--- src/rtl/piece_sequencer.sv ---
// Piece sequencer: fetches 7-piece bags from the bag generator, validates them,
// and serves the head piece plus a one-piece preview from an active/pending slot pair.
module piece_sequencer #(
  parameter int ERRW = 8
) (
  input  logic            clk,
  input  logic            reset,
  output logic            newbag,
  input  logic            bag_ready,
  input  logic [20:0]     bag,
  input  logic            piece_req,
  output logic [2:0]      piece,
  output logic            piece_valid,
  output logic [2:0]      preview,
  output logic            preview_valid,
  output logic            bag_err,
  output logic [ERRW-1:0] err_count
);

  typedef enum logic [1:0] {
    IDLE  = 2'd0,
    REQ   = 2'd1,
    WAIT  = 2'd2,
    CHECK = 2'd3
  } state_t;

  state_t      state_r;
  logic [20:0] act_r, pend_r, stage_r;
  logic [2:0]  idx_r;
  logic [3:0]  cnt_r;
  logic        pend_full_r;
  logic        ready_d_r;

  logic [20:0] act_s, pend_s;
  logic [2:0]  idx_s;
  logic [3:0]  cnt_s;
  logic        pend_full_s;
  logic        consume_s;
  logic        stage_ok_s;
  logic        load_s;
  logic [2:0]  piece_s, preview_s;
  logic        piece_valid_s, preview_valid_s;

  function automatic logic [2:0] get_entry(input logic [20:0] b, input logic [2:0] k);
    case (k)
      3'd0:    get_entry = b[2:0];
      3'd1:    get_entry = b[5:3];
      3'd2:    get_entry = b[8:6];
      3'd3:    get_entry = b[11:9];
      3'd4:    get_entry = b[14:12];
      3'd5:    get_entry = b[17:15];
      3'd6:    get_entry = b[20:18];
      default: get_entry = 3'd0;
    endcase
  endfunction

  // A code of 7 sets bit 7, so only a true permutation of 0..6 yields exactly 8'h7F.
  function automatic logic bag_is_perm(input logic [20:0] b);
    logic [7:0] seen;
    seen = 8'd0;
    for (int k = 0; k < 7; k++) begin
      seen = seen | (8'd1 << get_entry(b, 3'(k)));
    end
    bag_is_perm = (seen == 8'h7F);
  endfunction

  assign consume_s  = piece_req && (cnt_r != 4'd0);
  assign stage_ok_s = bag_is_perm(stage_r);
  assign load_s     = (state_r == CHECK) && stage_ok_s;

  // Next slot state: consume (with swap from pending), then accept a validated bag.
  always_comb begin
    act_s       = act_r;
    pend_s      = pend_r;
    idx_s       = idx_r;
    cnt_s       = cnt_r;
    pend_full_s = pend_full_r;
    if (consume_s) begin
      if ((cnt_r == 4'd1) && pend_full_r) begin
        act_s       = pend_r;
        idx_s       = 3'd0;
        cnt_s       = 4'd7;
        pend_full_s = 1'b0;
      end else begin
        idx_s = idx_r + 3'd1;
        cnt_s = cnt_r - 4'd1;
      end
    end else begin
      cnt_s = cnt_r;
    end
    if (load_s) begin
      if (cnt_s == 4'd0) begin
        act_s = stage_r;
        idx_s = 3'd0;
        cnt_s = 4'd7;
      end else begin
        pend_s      = stage_r;
        pend_full_s = 1'b1;
      end
    end else begin
      pend_full_s = pend_full_s;
    end
  end

  // Head and preview values derived from the next slot state so outputs can be registered.
  always_comb begin
    piece_s         = 3'd0;
    piece_valid_s   = 1'b0;
    preview_s       = 3'd0;
    preview_valid_s = 1'b0;
    if (cnt_s != 4'd0) begin
      piece_valid_s = 1'b1;
      piece_s       = get_entry(act_s, idx_s);
    end else begin
      piece_valid_s = 1'b0;
    end
    if (cnt_s >= 4'd2) begin
      preview_valid_s = 1'b1;
      preview_s       = get_entry(act_s, idx_s + 3'd1);
    end else if ((cnt_s == 4'd1) && pend_full_s) begin
      preview_valid_s = 1'b1;
      preview_s       = get_entry(pend_s, 3'd0);
    end else begin
      preview_valid_s = 1'b0;
      preview_s       = 3'd0;
    end
  end

  // Slot storage and registered serving outputs.
  always_ff @(posedge clk or posedge reset) begin
    if (reset) begin
      act_r         <= 21'd0;
      pend_r        <= 21'd0;
      idx_r         <= 3'd0;
      cnt_r         <= 4'd0;
      pend_full_r   <= 1'b0;
      piece         <= 3'd0;
      piece_valid   <= 1'b0;
      preview       <= 3'd0;
      preview_valid <= 1'b0;
    end else begin
      act_r         <= act_s;
      pend_r        <= pend_s;
      idx_r         <= idx_s;
      cnt_r         <= cnt_s;
      pend_full_r   <= pend_full_s;
      piece         <= piece_s;
      piece_valid   <= piece_valid_s;
      preview       <= preview_s;
      preview_valid <= preview_valid_s;
    end
  end

  // Fetch FSM: newbag is registered, so it is raised on every transition into REQ.
  always_ff @(posedge clk or posedge reset) begin
    if (reset) begin
      state_r   <= IDLE;
      newbag    <= 1'b0;
      stage_r   <= 21'd0;
      ready_d_r <= 1'b0;
      bag_err   <= 1'b0;
      err_count <= {ERRW{1'b0}};
    end else begin
      ready_d_r <= bag_ready;
      newbag    <= 1'b0;
      bag_err   <= 1'b0;
      case (state_r)
        IDLE: begin
          if ((cnt_r == 4'd0) || !pend_full_r) begin
            state_r <= REQ;
            newbag  <= 1'b1;
          end else begin
            state_r <= IDLE;
          end
        end
        REQ: begin
          state_r <= WAIT;
        end
        WAIT: begin
          if (bag_ready && !ready_d_r) begin
            stage_r <= bag;
            state_r <= CHECK;
          end else begin
            state_r <= WAIT;
          end
        end
        CHECK: begin
          if (stage_ok_s) begin
            state_r <= IDLE;
          end else begin
            bag_err <= 1'b1;
            if (err_count != {ERRW{1'b1}}) begin
              err_count <= err_count + {{(ERRW-1){1'b0}}, 1'b1};
            end else begin
              err_count <= err_count;
            end
            state_r <= REQ;
            newbag  <= 1'b1;
          end
        end
        default: begin
          state_r <= IDLE;
        end
      endcase
    end
  end

endmodule

--- config.mk ---
export PLATFORM = sky130hd
export DESIGN_NAME = piece_sequencer
export DESIGN_NICKNAME = d
export VERILOG_FILES = /design/src/rtl/piece_sequencer.sv
export SDC_FILE = /design/constraint.sdc
export NUM_CORES = 1
export LEC_CHECK = 0
export ABC_AREA = 1
export CAP_MARGIN = 10
export CORE_MARGIN = 2
export CORE_UTILIZATION = 50
export DETAILED_ROUTE_END_ITERATION = 10
export PLACE_DENSITY = 0.7
export SLEW_MARGIN = 10
export SYNTH_ARGS = -nofsm -noshare
export SYNTH_HDL_FRONTEND = slang
export SYNTH_SLANG_ARGS = --single-unit
--- constraint.sdc ---
create_clock -name clk -period 4.62 [get_ports clk]
set_clock_uncertainty 0.1 [all_clocks]
set_input_delay 1.386 -clock clk [delete_from_list [all_inputs] [get_ports clk]]
set_output_delay 1.386 -clock clk [all_outputs]
set_load 0.01 [all_outputs]
== Word level (Yosys, flattened, before mapping) ==
Cells that the tools add are included.

* Magnitude comparators: 1
* Mux-type cells: 34
* Add/subtract/negate cells: 4
* Shift-type cells: 7
* Bitwise gates (word level): 8
* Equal/unequal tests: 19
* Reductions and logical operators: 18

{| class="wikitable"
|+ Operators by type and width
! kind !! number
|-
| two-way mux 21 bit || 4
|-
| left shift 1 x 3 -> 8 bit (first input constant) || 7
|-
| OR 8 bit || 6
|-
| one-hot mux 3 bit (7 select lines) || 2
|-
| two-way mux 3 bit || 9
|-
| == test 3 bit (second input constant) || 6
|-
| two-way mux 4 bit || 4
|-
| two-way mux 1 bit || 13
|-
| == test 3 x 2 -> 1 bit (second input constant) || 4
|-
| adder 8 x 1 -> 8 bit (second input constant) || 1
|-
| == test 4 x 1 -> 1 bit (second input constant) || 2
|-
| == test 8 x 7 -> 1 bit (second input constant) || 1
|-
| logical NOT 4 bit || 2
|-
| inequality test 8 bit (second input constant) || 1
|-
| one-hot mux 2 bit (4 select lines) || 1
|-
| nonzero test 4 bit || 2
|-
| adder 3 x 1 -> 3 bit (second input constant) || 2
|-
| == test 3 x 1 -> 1 bit (second input constant) || 2
|-
| logical NOT 3 bit || 2
|-
| logical AND 1 bit || 5
|-
| == test 2 bit (second input constant) || 2
|-
| greater-or-equal comparator 4 x 2 -> 1 bit (second input constant) || 1
|-
| AND reduction 2 bit || 2
|-
| subtractor 4 x 1 -> 4 bit (second input constant) || 1
|-
| other kinds (7) || 9
|}

* Logic and storage cells: 107
* Input bits: 25
* Output and inout bits: 18
* Register bits after elaboration: 92

== Logic depth before layout (Yosys ltp) ==
Gate-level depths: netlist of the first run.

* Depth in word-level cells: 14
* Depth in mapped cells: 19
* Mapped depth without buffers: 19

== Worst setup path before layout of the first run ==
No wires, ideal clock.

* Kind: input-to-reg
* Start: in piece_req
* End: reg preview[0]
* Required time: 4.455 ns
* Stages: 14
* Slack: 1.179 ns
* Arrival time: 3.276 ns
* Buffers on the path: 1
* Setup time: 0.065 ns
* Cells stage by stage: a21boi_4 > o21ai_1 > nor2_2 > nand2_4 > o21ai_0 > nor2_2 > ha_1 > clkbuf_1 > nand3_1 > nand2_1 > nor2_1 > nand2_1 > nand2_1 > nand2_1

* Word-level cells in the longest chain between the ends: 9
* Elaborated cells between the ends (all ways): 30
* Those cells by class: 1 x add/sub; 1 x order compare; 7 x eq/ne; 17 x mux; 4 x reduce/logical

{| class="wikitable"
|+ Ends and longest elaborated chain
! what !! RTL line !! RTL
|-
| start: declaration || 11 || <nowiki>input logic piece_req,</nowiki>
|-
| logical AND 1 bit (*) || 67 || <nowiki>assign consume_s = piece_req && (cnt_r != 4'd0);</nowiki>
|-
| two-way mux 4 bit || 78 || <nowiki>if (consume_s) begin</nowiki>
|-
| logical NOT 4 bit || 92 || <nowiki>if (cnt_s == 4'd0) begin</nowiki>
|-
| two-way mux 3 bit or two-way mux 4 bit (tied branches) || 92 ||
|-
| two-way mux 3 bit or two-way mux 4 bit (tied branches) || 91 || <nowiki>if (load_s) begin</nowiki>
|-
| adder 3 x 1 -> 3 bit or == test 4 x 1 -> 1 bit (tied branches) || 119, 120 ||
|-
| == test 3 bit (tied with other cells) || 45 || <nowiki>case (k)</nowiki>
|-
| one-hot mux 3 bit (7 select lines) or two-way mux 3 bit (tied branches) || 45, 120 ||
|-
| two-way mux 3 bit (*) || 117 || <nowiki>if (cnt_s >= 4'd2) begin</nowiki>
|-
| named net preview_s[0] || 41 || <nowiki>logic [2:0] piece_s, preview_s;</nowiki>
|-
| end signal: assignment || 149 || <nowiki>preview <= preview_s;</nowiki>
|-
| end: declaration || 14 || <nowiki>output logic [2:0] preview,</nowiki>
|}

Mark *: on every way through the listed nets, which the timed path passes. The rest lies on a longest branch.
A chain may end at the register's enable or synchronous reset.

== Worst setup path in the final report of the first run ==
* Start: in piece_req
* End: reg preview[2]

Same word-level chain as after synthesis.

==> impl_metrics.toml, run 1 <==
[routing]
routed_wl_um = 13200
vias = 4710
dr.pass1.iters = 5
drtIter0Drc = 360
viasPerCell = 5.26
drc = 0
postRouteAntennaNets = 0
wl_per_cell_um = 14.7

[die]
die_w_um = 105
chipHeight_um = 105
die_area_um2 = 11100
io_pins = 43
start_util_pct = 52.0
rows = 36
core_um2 = 9860

[synth]
netlist_instances = 715
ys_seq_area_share_pct = 44.9
synth.net_count = 749
synth.distinct_cells = 35
syn_avg_cell_area_um2 = 7.17
synth-main-ff-cell = "dfrtp_1"
yosys_warnings = 0
synth_edf_count = 0
netlist_area_um2 = 5130
ys_seq_elements = 92
async_reset_ff_share_pct = 100

[timing]
timing.fmax_mhz = 249
drv_slew = 0
hold_violations = 0
min_period_ns = 4.01
setup_viol_count_final = 0
fin_crit_sh_pct = 86.8
fin_setup_tns_ns = 0
rsz0062_at_grt = "no"
worst_slew_pin_slew_ns = 0.817
slew_headroom_pct = 45.5

[global_routing]
grt_usage_pct = 26.0
grt_max_degree = 49
overflow = 0
antenna_found_initial = 0
grt_pass1_vias = 4516
grt_first_pass_wirelength_um = 22500

[worst_setup_path]
ff2ff_path_depth = 18
required_ns = 4.80
path_class = "primary input to register"
critPathMaxFanout = 17
critPathLaunchType = "primary input"
arrival_ns = 4.19
cp-end-kind = "register"

[clock_network]
cts.htree.levels = 3
worstSkewPairLatency_ns = 0.37
cts.sinks = 92
clk_path_buf_depth = 2
cts_hold_buffers = 0
cts-buffers-inserted = 9
clock-root-buffer = "clkbuf_8"
cts-resized-gates = 0
clkTransAtPathRegs_ns = 0.10
cts_tree = "done"
post_cts_buffers = 0

[cells_and_area]
fillers = 921
areaGrowthSynthToFinish_pct = 15.4
final_area_um2 = 5920
layout.nets = 792
layout_commonest_cell = "nand2_1"
regArea_um2 = 2300
drive_gt1_share_pct = 7.47
multi_input_area_um2 = 2490
post-route-util_pct = 60.0
layout_common_cells = "nand2_1, dfrtp_1, nand3_1, nor2_1, inv_1"
diodes = 0

[outcome]
status = "finished clean"

[placed_design]
place.gp.congestion = 0.895
dp_hpwl_um = 9760
placed_cell_area_um2 = 5700
port_buffers = 42

[pwr]
power_density_nw_per_um2 = 543
power.total_mw = 3.21
p_leak_nw = 3.14
peakVddDrop_mv = 0.315

[job]
maxCapViolCount = 0

[worst_hold_path]
hold_path_class = "register to register"
min_delay_path_depth = 2
==> where the power goes <==
part / switching, mW / leakage, nW / internal, mW / total (mW)
Combinational: 0.900 / 1.86 / 0.486 / 1.39
Clock: 0.298 / 0.102 / 0.305 / 0.603
Sequential: 0.238 / 1.18 / 0.983 / 1.22
Total: 1.44 / 3.14 / 1.77 / 3.21
==> cell families after synthesis <==
family | after synthesis | synth area share [%]
AO/OA/AOI/OAI | 63 | 7.01
XOR/XNOR | 8 | 1.37
adder cells (fa/ha/maj) | 9 | 2.20
buffers and inverters | 83 | 6.54
flip-flops | 92 | 44.9
multiplexers | 1 | 0.220
AND/OR/NAND/NOR | 459 | 37.8
==> synth_stat cells, types with 2 or more instances <==
library cell / number / area share [%]
buf_4: 2 / 0.29
nand3_1: 90 / 8.8
xnor2_1: 5 / 0.85
o21ai_0: 25 / 2.4
a21oi_1: 24 / 2.3
nand2_2: 5 / 0.61
xor2_1: 3 / 0.51
buf_2: 7 / 0.68
nor2_2: 7 / 0.85
o21ai_1: 3 / 0.29
clkinv_1: 2 / 0.15
nand3_2: 2 / 0.39
nor2_1: 84 / 6.2
o21bai_1: 3 / 0.44
nor3_1: 3 / 0.29
clkbuf_1: 9 / 0.66
nand4_1: 2 / 0.24
nand2_1: 259 / 19
inv_1: 56 / 4.1
o21ai_2: 5 / 0.85
dfrtp_1: 92 / 45
inv_2: 6 / 0.44
ha_1: 9 / 2.2
==> path summary, 6_finish.rpt <==
| kind | start | endpoint | slack (ns) |
|---|---|---|---|
| setup reg to reg | stage_r[6] | preview[2] | 1.13 |
| hold reg to reg | pend_r[12] | pend_r[12] | 0.39 |
| setup / recovery | piece_req | preview[2] | 0.61 |
| max in group asynchronous | reset | act_r[17] | 2.35 |
| hold / removal | pend_r[12] | pend_r[12] | 0.39 |
| min in group asynchronous | reset | err_count[5] | 1.37 |
==> layer usage <==
| metal | GRT usage [%] | part of all wire (%) | routed length [um] |
|---|---|---|---|
| met4 | 10.9 | 3.0 | 401 |
| met2 | 41.2 | 46 | 6080 |
| met5 | 0 | 0 | 0 |
| met3 | 3.15 | 5.7 | 753 |
| met1 | 36.3 | 45 | 5960 |
==> critical path: stages <==
cell	delay [ns]
clkdlybuf4s50_1	0.50
a21boi_4	0.27
o21ai_1	0.12
nor2_2	0.19
nand2_4	0.19
o21ai_0	0.35
nor2_2	0.13
ha_1	0.32
clkinv_1	0.22
nand3_1	0.16
nand2_1	0.06
nor2_1	0.13
nand2_1	0.06
nand2_1	0.06
nand2_1	0.05
==> registers in the layout, indices dropped and copies added, names as in the netlist <==
register,flops
idx_r,3
stage_r,21
pend_r,21
pend_full_r,1
ready_d_r,1
err_count,8
cnt_r,4
preview,3
preview_valid,1
state_r,2
piece_valid,1
bag_err,1
newbag,1
piece,3
act_r,21
==> through the flow <==
step / hold slack, ns / instances / setup slack (ns)
2_1_floorplan: 0.353 / 715 / 0.742
3_3_place_gp: 0.367 / 880 / 0.335
3_5_place_dp: 0.375 / 880 / 0.283
4_1_cts: 0.397 / 896 / 0.682
5_1_grt: 0.421 / 896 / 0.372
6_report: 0.394 / 896 / 0.610
==> final cells by class <==
type | instances | share of cell area, %
Multi-Input combinational cell | 540 | 42.1
Sequential cell | 92 | 38.9
Timing Repair Buffer | 51 | 8.46
Inverter | 64 | 4.08
Tap cell | 133 | 2.81
Clock buffer | 10 | 2.16
Clock inverter | 6 | 1.50
Note: power is estimated with default switching activity, not from simulation.
==> inputs of run 2 (changes only) <==
--- a/config.mk
+++ b/config.mk
@@ -6,10 +6,12 @@
 export NUM_CORES = 1
 export LEC_CHECK = 0
 export ABC_AREA = 1
+export ABC_CLOCK_PERIOD_IN_PS = 4700
 export CAP_MARGIN = 10
 export CORE_MARGIN = 2
 export CORE_UTILIZATION = 50
 export DETAILED_ROUTE_END_ITERATION = 10
+export HOLD_SLACK_MARGIN = 0.02
 export PLACE_DENSITY = 0.7
 export SLEW_MARGIN = 10
 export SYNTH_ARGS = -nofsm -noshare
==> constraint.sdc (replaced) <==
create_clock -name clk -period 4.7 [get_ports clk]
set_clock_uncertainty 0.1 [all_clocks]
set_input_delay 1.41 -clock clk [delete_from_list [all_inputs] [get_ports clk]]
set_output_delay 1.41 -clock clk [all_outputs]
set_load 0.01 [all_outputs]
==> impl_metrics.toml, run 2 (synthesized netlist as in run 1, its figures left out) <==
[global_routing]
grt_max_degree = 52
antenna_found_initial = 0
grt_usage_pct = 26.2
grt_pass1_vias = 4430
grt_first_pass_wirelength_um = 22600
overflow = 0

[worst_setup_path]
critPathLaunchType = "primary input"
critical_path.top_delay_family = "simple AND/OR/NAND/NOR gates"
path_buf_inv = 2
critPathMaxFanout = 17
path_depth = 15
cp-end-kind = "register"
setup.worst_path.end = "preview[2]"
r2r-end = "preview[2]"
arrival_ns = 4.22
cpPeakStageDelay_ns = 0.50
ff2ff_path_depth = 18
crit_chain = "clkdlybuf4s50_1 > a21boi_4 > o21ai_1 > nor2_2 > nand2_4 > o21ai_0 > nor2_2 > ha_1 > clkinv_1 > nand3_1 > nand2_1 > nor2_1 > nand2_1 > nand2_1 > nand2_1"
reg2reg_from = "stage_r[11]"
r2r_setup_slack_ns = 1.20
crit_top_cell = "nand2_1"
path_class = "primary input to register"
crit_slowest_cell = "clkdlybuf4s50_1"
critPathLaunch = "piece_req"
required_ns = 4.88

[routing]
drc = 0
dr.pass1.iters = 8
vias = 4673
postRouteAntennaNets = 0
viasPerCell = 5.22
drtIter0Drc = 343
wl_per_cell_um = 15.0
routed_wl_um = 13400

[cells_and_area]
post-route-util_pct = 60.0
layout_commonest_cell = "nand2_1"
areaGrowthSynthToFinish_pct = 15.4
final_area_um2 = 5910
layout_common_cells = "nand2_1, dfrtp_1, nand3_1, nor2_1, inv_1"
diodes = 0
top_regs = "act_r (21), pend_r (21), stage_r (21)"
drive_gt1_share_pct = 7.35
layout.nets = 792

[worst_hold_path]
min_delay_path_depth = 2
hold_path_class = "register to register"

[timing]
fin_crit_sh_pct = 85.8
hold_violations = 0
min_period_ns = 4.03
slew_headroom_pct = 40.7
worst_slew_pin_slew_ns = 0.888
setup_ws_ns = 0.667
rsz0062_at_grt = "no"
drv_slew = 0
setup_viol_count_final = 0
timing.fmax_mhz = 248
fin_setup_tns_ns = 0

[clock_network]
cts.htree.levels = 3
clkTransAtPathRegs_ns = 0.10
clock-root-buffer = "clkbuf_8"
cts-resized-gates = 0
cts_hold_buffers = 0
cts_tree = "done"
cts-buffers-inserted = 9
worstSkewPairLatency_ns = 0.38
post_cts_buffers = 0
clk_path_buf_depth = 2
cts.sinks = 92

[die]
start_util_pct = 52.0
die_w_um = 105
io_pins = 43
rows = 36
core_um2 = 9860
die_area_um2 = 11100
chipHeight_um = 105

[placed_design]
pre_cts_slack_ns = 0.284
port_buffers = 42
place.gp.congestion = 0.893
placed_cell_area_um2 = 5700
dp_hpwl_um = 9750

[pwr]
power_frac_seq_pct = 37.8
p_clk_share_pct = 19.1
power.switching_mw = 1.42
power_density_nw_per_um2 = 537
power.total_mw = 3.17
p_leak_nw = 3.15
peakVddDrop_mv = 0.349
p_comb_share_pct = 43.2
sw_frac_of_total_pct = 44.7
internal-power_mw = 1.76

[outcome]
status = "finished clean"

[job]
maxCapViolCount = 0
==> run 2: final cells by class <==
type                            instances  area, um2
Fill cell                             917       3950
Multi-Input combinational cell        540       2490
Sequential cell                        92       2300
Timing Repair Buffer                   51        500
Inverter                               64        241
Tap cell                              133        166
Clock buffer                           11        141
Clock inverter                          4       73.8
==> run 2: worst reg2reg max path, cell delays in order, from the launching register on <==
cell,delay (ns)
dfrtp_1,0.48
inv_1,0.22
nand3_1,0.11
nand2_1,0.08
nor2_1,0.04
nand2_1,0.06
nand2_1,0.05
nor2_1,0.18
nand3_2,0.44
o21ai_0,0.43
nor2_2,0.13
ha_1,0.32
clkinv_1,0.22
nand3_1,0.16
nand2_1,0.07
nor2_1,0.13
nand2_1,0.07
nand2_1,0.06
nand2_1,0.05
==> run 2: how the worst min path moves through the flow <==
stage	from	to	slack, ns
floorplan	pend_r[10]	pend_r[10]	0.35
global placement	pend_r[18]	pend_r[18]	0.37
detailed placement	pend_r[18]	pend_r[18]	0.37
CTS	pend_r[18]	pend_r[18]	0.40
global route	pend_r[5]	pend_r[5]	0.41
finish	pend_r[19]	pend_r[19]	0.39
==> run 2: through the flow <==
step,std cells,hold slack (ns)
after floorplan,715,0.353
after detailed placement,880,0.374
after global placement,880,0.367
final,895,0.389
after CTS,895,0.396
after global routing,895,0.411
==> run 2: metal layers <==
metal | vias up | global-route usage [%] | part of all wire [%]
met5 | - | 0 | 0
met3 | 14 | 5.26 | 5.8
met2 | 129 | 40.5 | 47
li1 | 2339 | - | -
met4 | 0 | 7.81 | 1.4
met1 | 2191 | 37.3 | 46
==> run 2: power groups by stage <==
stage | logic [mW] | clock network (mW) | registers [mW]
floorplan | 0.954 | 0 | 1.16
global placement | 1.34 | 0 | 1.20
detailed placement | 1.37 | 0 | 1.21
CTS | 1.37 | 0.609 | 1.19
global route | 1.57 | 0.644 | 1.23
finish | 1.37 | 0.605 | 1.20
==> inputs of run 3 (changes only) <==
--- a/config.mk
+++ b/config.mk
@@ -8,11 +8,14 @@
 export ABC_AREA = 1
 export ABC_CLOCK_PERIOD_IN_PS = 4700
 export CAP_MARGIN = 10
+export CELL_PAD_IN_SITES_DETAIL_PLACEMENT = 0
+export CELL_PAD_IN_SITES_GLOBAL_PLACEMENT = 1
 export CORE_MARGIN = 2
-export CORE_UTILIZATION = 50
+export CORE_UTILIZATION = 46
 export DETAILED_ROUTE_END_ITERATION = 10
+export GPL_ROUTABILITY_DRIVEN = 0
 export HOLD_SLACK_MARGIN = 0.02
-export PLACE_DENSITY = 0.7
+export PLACE_DENSITY_LB_ADDON = 0.1
 export SLEW_MARGIN = 10
 export SYNTH_ARGS = -nofsm -noshare
 export SYNTH_HDL_FRONTEND = slang
==> impl_metrics.toml, run 3 (synthesized netlist as in run 1, its figures left out) <==
[global_routing]
overflow = 0
grt_first_pass_wirelength_um = 22300
grt_usage_pct = 24.5
grt_max_degree = 44
antenna_found_initial = 0
grt_pass1_vias = 4477

[worst_setup_path]
arrival_ns = 4.21
required_ns = 4.89
critPathMaxFanout = 17
critPathLaunchType = "primary input"
path_class = "primary input to register"
cp-end-kind = "register"

[die]
rows = 38
core_um2 = 10800
io_pins = 43
start_util_pct = 47.3
chipHeight_um = 110
die_area_um2 = 12000
die_w_um = 110

[timing]
fin_crit_sh_pct = 85.6
hold_slack_ns = 0.397
worst_slew_pin_slew_ns = 0.779
rsz0062_at_grt = "no"
hold_violations = 0
min_period_ns = 4.02
drv_slew = 0
setup_viol_count_final = 0
fin_setup_tns_ns = 0
timing.fmax_mhz = 249
slew_headroom_pct = 48.0

[pwr]
peakVddDrop_mv = 0.297
p_leak_nw = 3.17
power_density_nw_per_um2 = 551

[job]
maxCapViolCount = 0

[placed_design]
port_buffers = 42
dp.cells = 888
dp_hpwl_um = 9670
placed_cell_area_um2 = 5700

[routing]
vias = 4691
viasPerCell = 5.19
drtIter0Drc = 359
drc = 0
postRouteAntennaNets = 0
dr.pass1.iters = 5
routed_wl_um = 13500
wl_per_cell_um = 14.9

[clock_network]
clkTransAtPathRegs_ns = 0.10
cts.sinks = 92
cts_hold_buffers = 0
worstSkewPairLatency_ns = 0.38
cts.htree.levels = 3
clock-root-buffer = "clkbuf_8"
post_cts_buffers = 0
cts-buffers-inserted = 9
cts-resized-gates = 0
clk_path_buf_depth = 2
cts_tree = "done"

[cells_and_area]
final_area_um2 = 5970
areaGrowthSynthToFinish_pct = 16.5
layout.nets = 793
fillers = 1071
top_regs = "act_r (21), pend_r (21), stage_r (21)"
diodes = 0
layout_common_cells = "nand2_1, dfrtp_1, nand3_1, nor2_1, inv_1"
drive_gt1_share_pct = 7.72
layout_commonest_cell = "nand2_1"
stdcell_count = 904
post-route-util_pct = 55.1

[worst_hold_path]
hold_path_class = "register to register"

[outcome]
status = "finished clean"
==> run 3: cell types whose count changed in the layout (fill, tap and decap cells not counted) <==
cell        previous run  this run
clkinv_4               1         0
clkbuf_1               1         0
buf_4                  8        10
clkbuf_8              10         9
clkinvlp_4             0         1
inv_6                  0         2
buf_12                 1         0
clkinv_2               2         1
bufinv_16              2         4
==> run 3: worst paths after layout <==
| path | startpoint | endpoint | slack (ns) | depth (start not counted) |
|---|---|---|---|---|
| max | piece_req | preview[2] | 0.68 | 15 |
| min | pend_r[18] | pend_r[18] | 0.40 | 2 |
| max reg2reg | stage_r[6] | preview[2] | 1.25 | 18 |
| min reg2reg | pend_r[18] | pend_r[18] | 0.40 | 2 |
| max in group asynchronous | reset | pend_r[11] | 2.29 | 3 |
| min in group asynchronous | reset | err_count[7] | 1.36 | 2 |
==> run 3: final cells by class <==
class	instances	area (um2)	area share, %
tap	140	175	2.93
sequential	92	2300	38.6
clock inverter	7	145	2.43
multi-input combinational	540	2490	41.7
clock buffer	9	124	2.07
inverter	64	241	4.04
timing repair buffer	52	495	8.30
==> run 3: critical path, cell delays in order <==
cell	delay, ns
clkdlybuf4s50_1	0.49
a21boi_4	0.29
o21ai_1	0.12
nor2_2	0.20
nand2_4	0.20
o21ai_0	0.32
nor2_2	0.13
ha_1	0.33
clkinv_1	0.21
nand3_1	0.16
nand2_1	0.06
nor2_1	0.12
nand2_1	0.06
nand2_1	0.06
nand2_1	0.05
==> run 3: power by group <==
group          switching, mW  leakage, nW  internal [mW]
Combinational          0.891         1.86          0.478
Sequential             0.231         1.18          0.966
Clock                  0.311        0.130          0.411
Total                   1.43         3.17           1.85
==> run 3: routing by layer <==
| layer | vias up | track usage [%] | part of all wire [%] |
|---|---|---|---|
| li1 | 2350 | - | - |
| met1 | 2185 | 35.6 | 48 |
| met2 | 134 | 36.4 | 45 |
| met3 | 22 | 3.56 | 4.3 |
| met4 | 0 | 10.9 | 2.6 |
| met5 | - | 0 | 0 |
==> run 3: through the flow <==
step	setup slack, ns	power (mW)
final	0.677	3.29
after global routing	0.458	3.53
after CTS	0.758	3.29
after detailed placement	0.348	2.56
after global placement	0.450	2.53
after floorplan	0.798	2.11
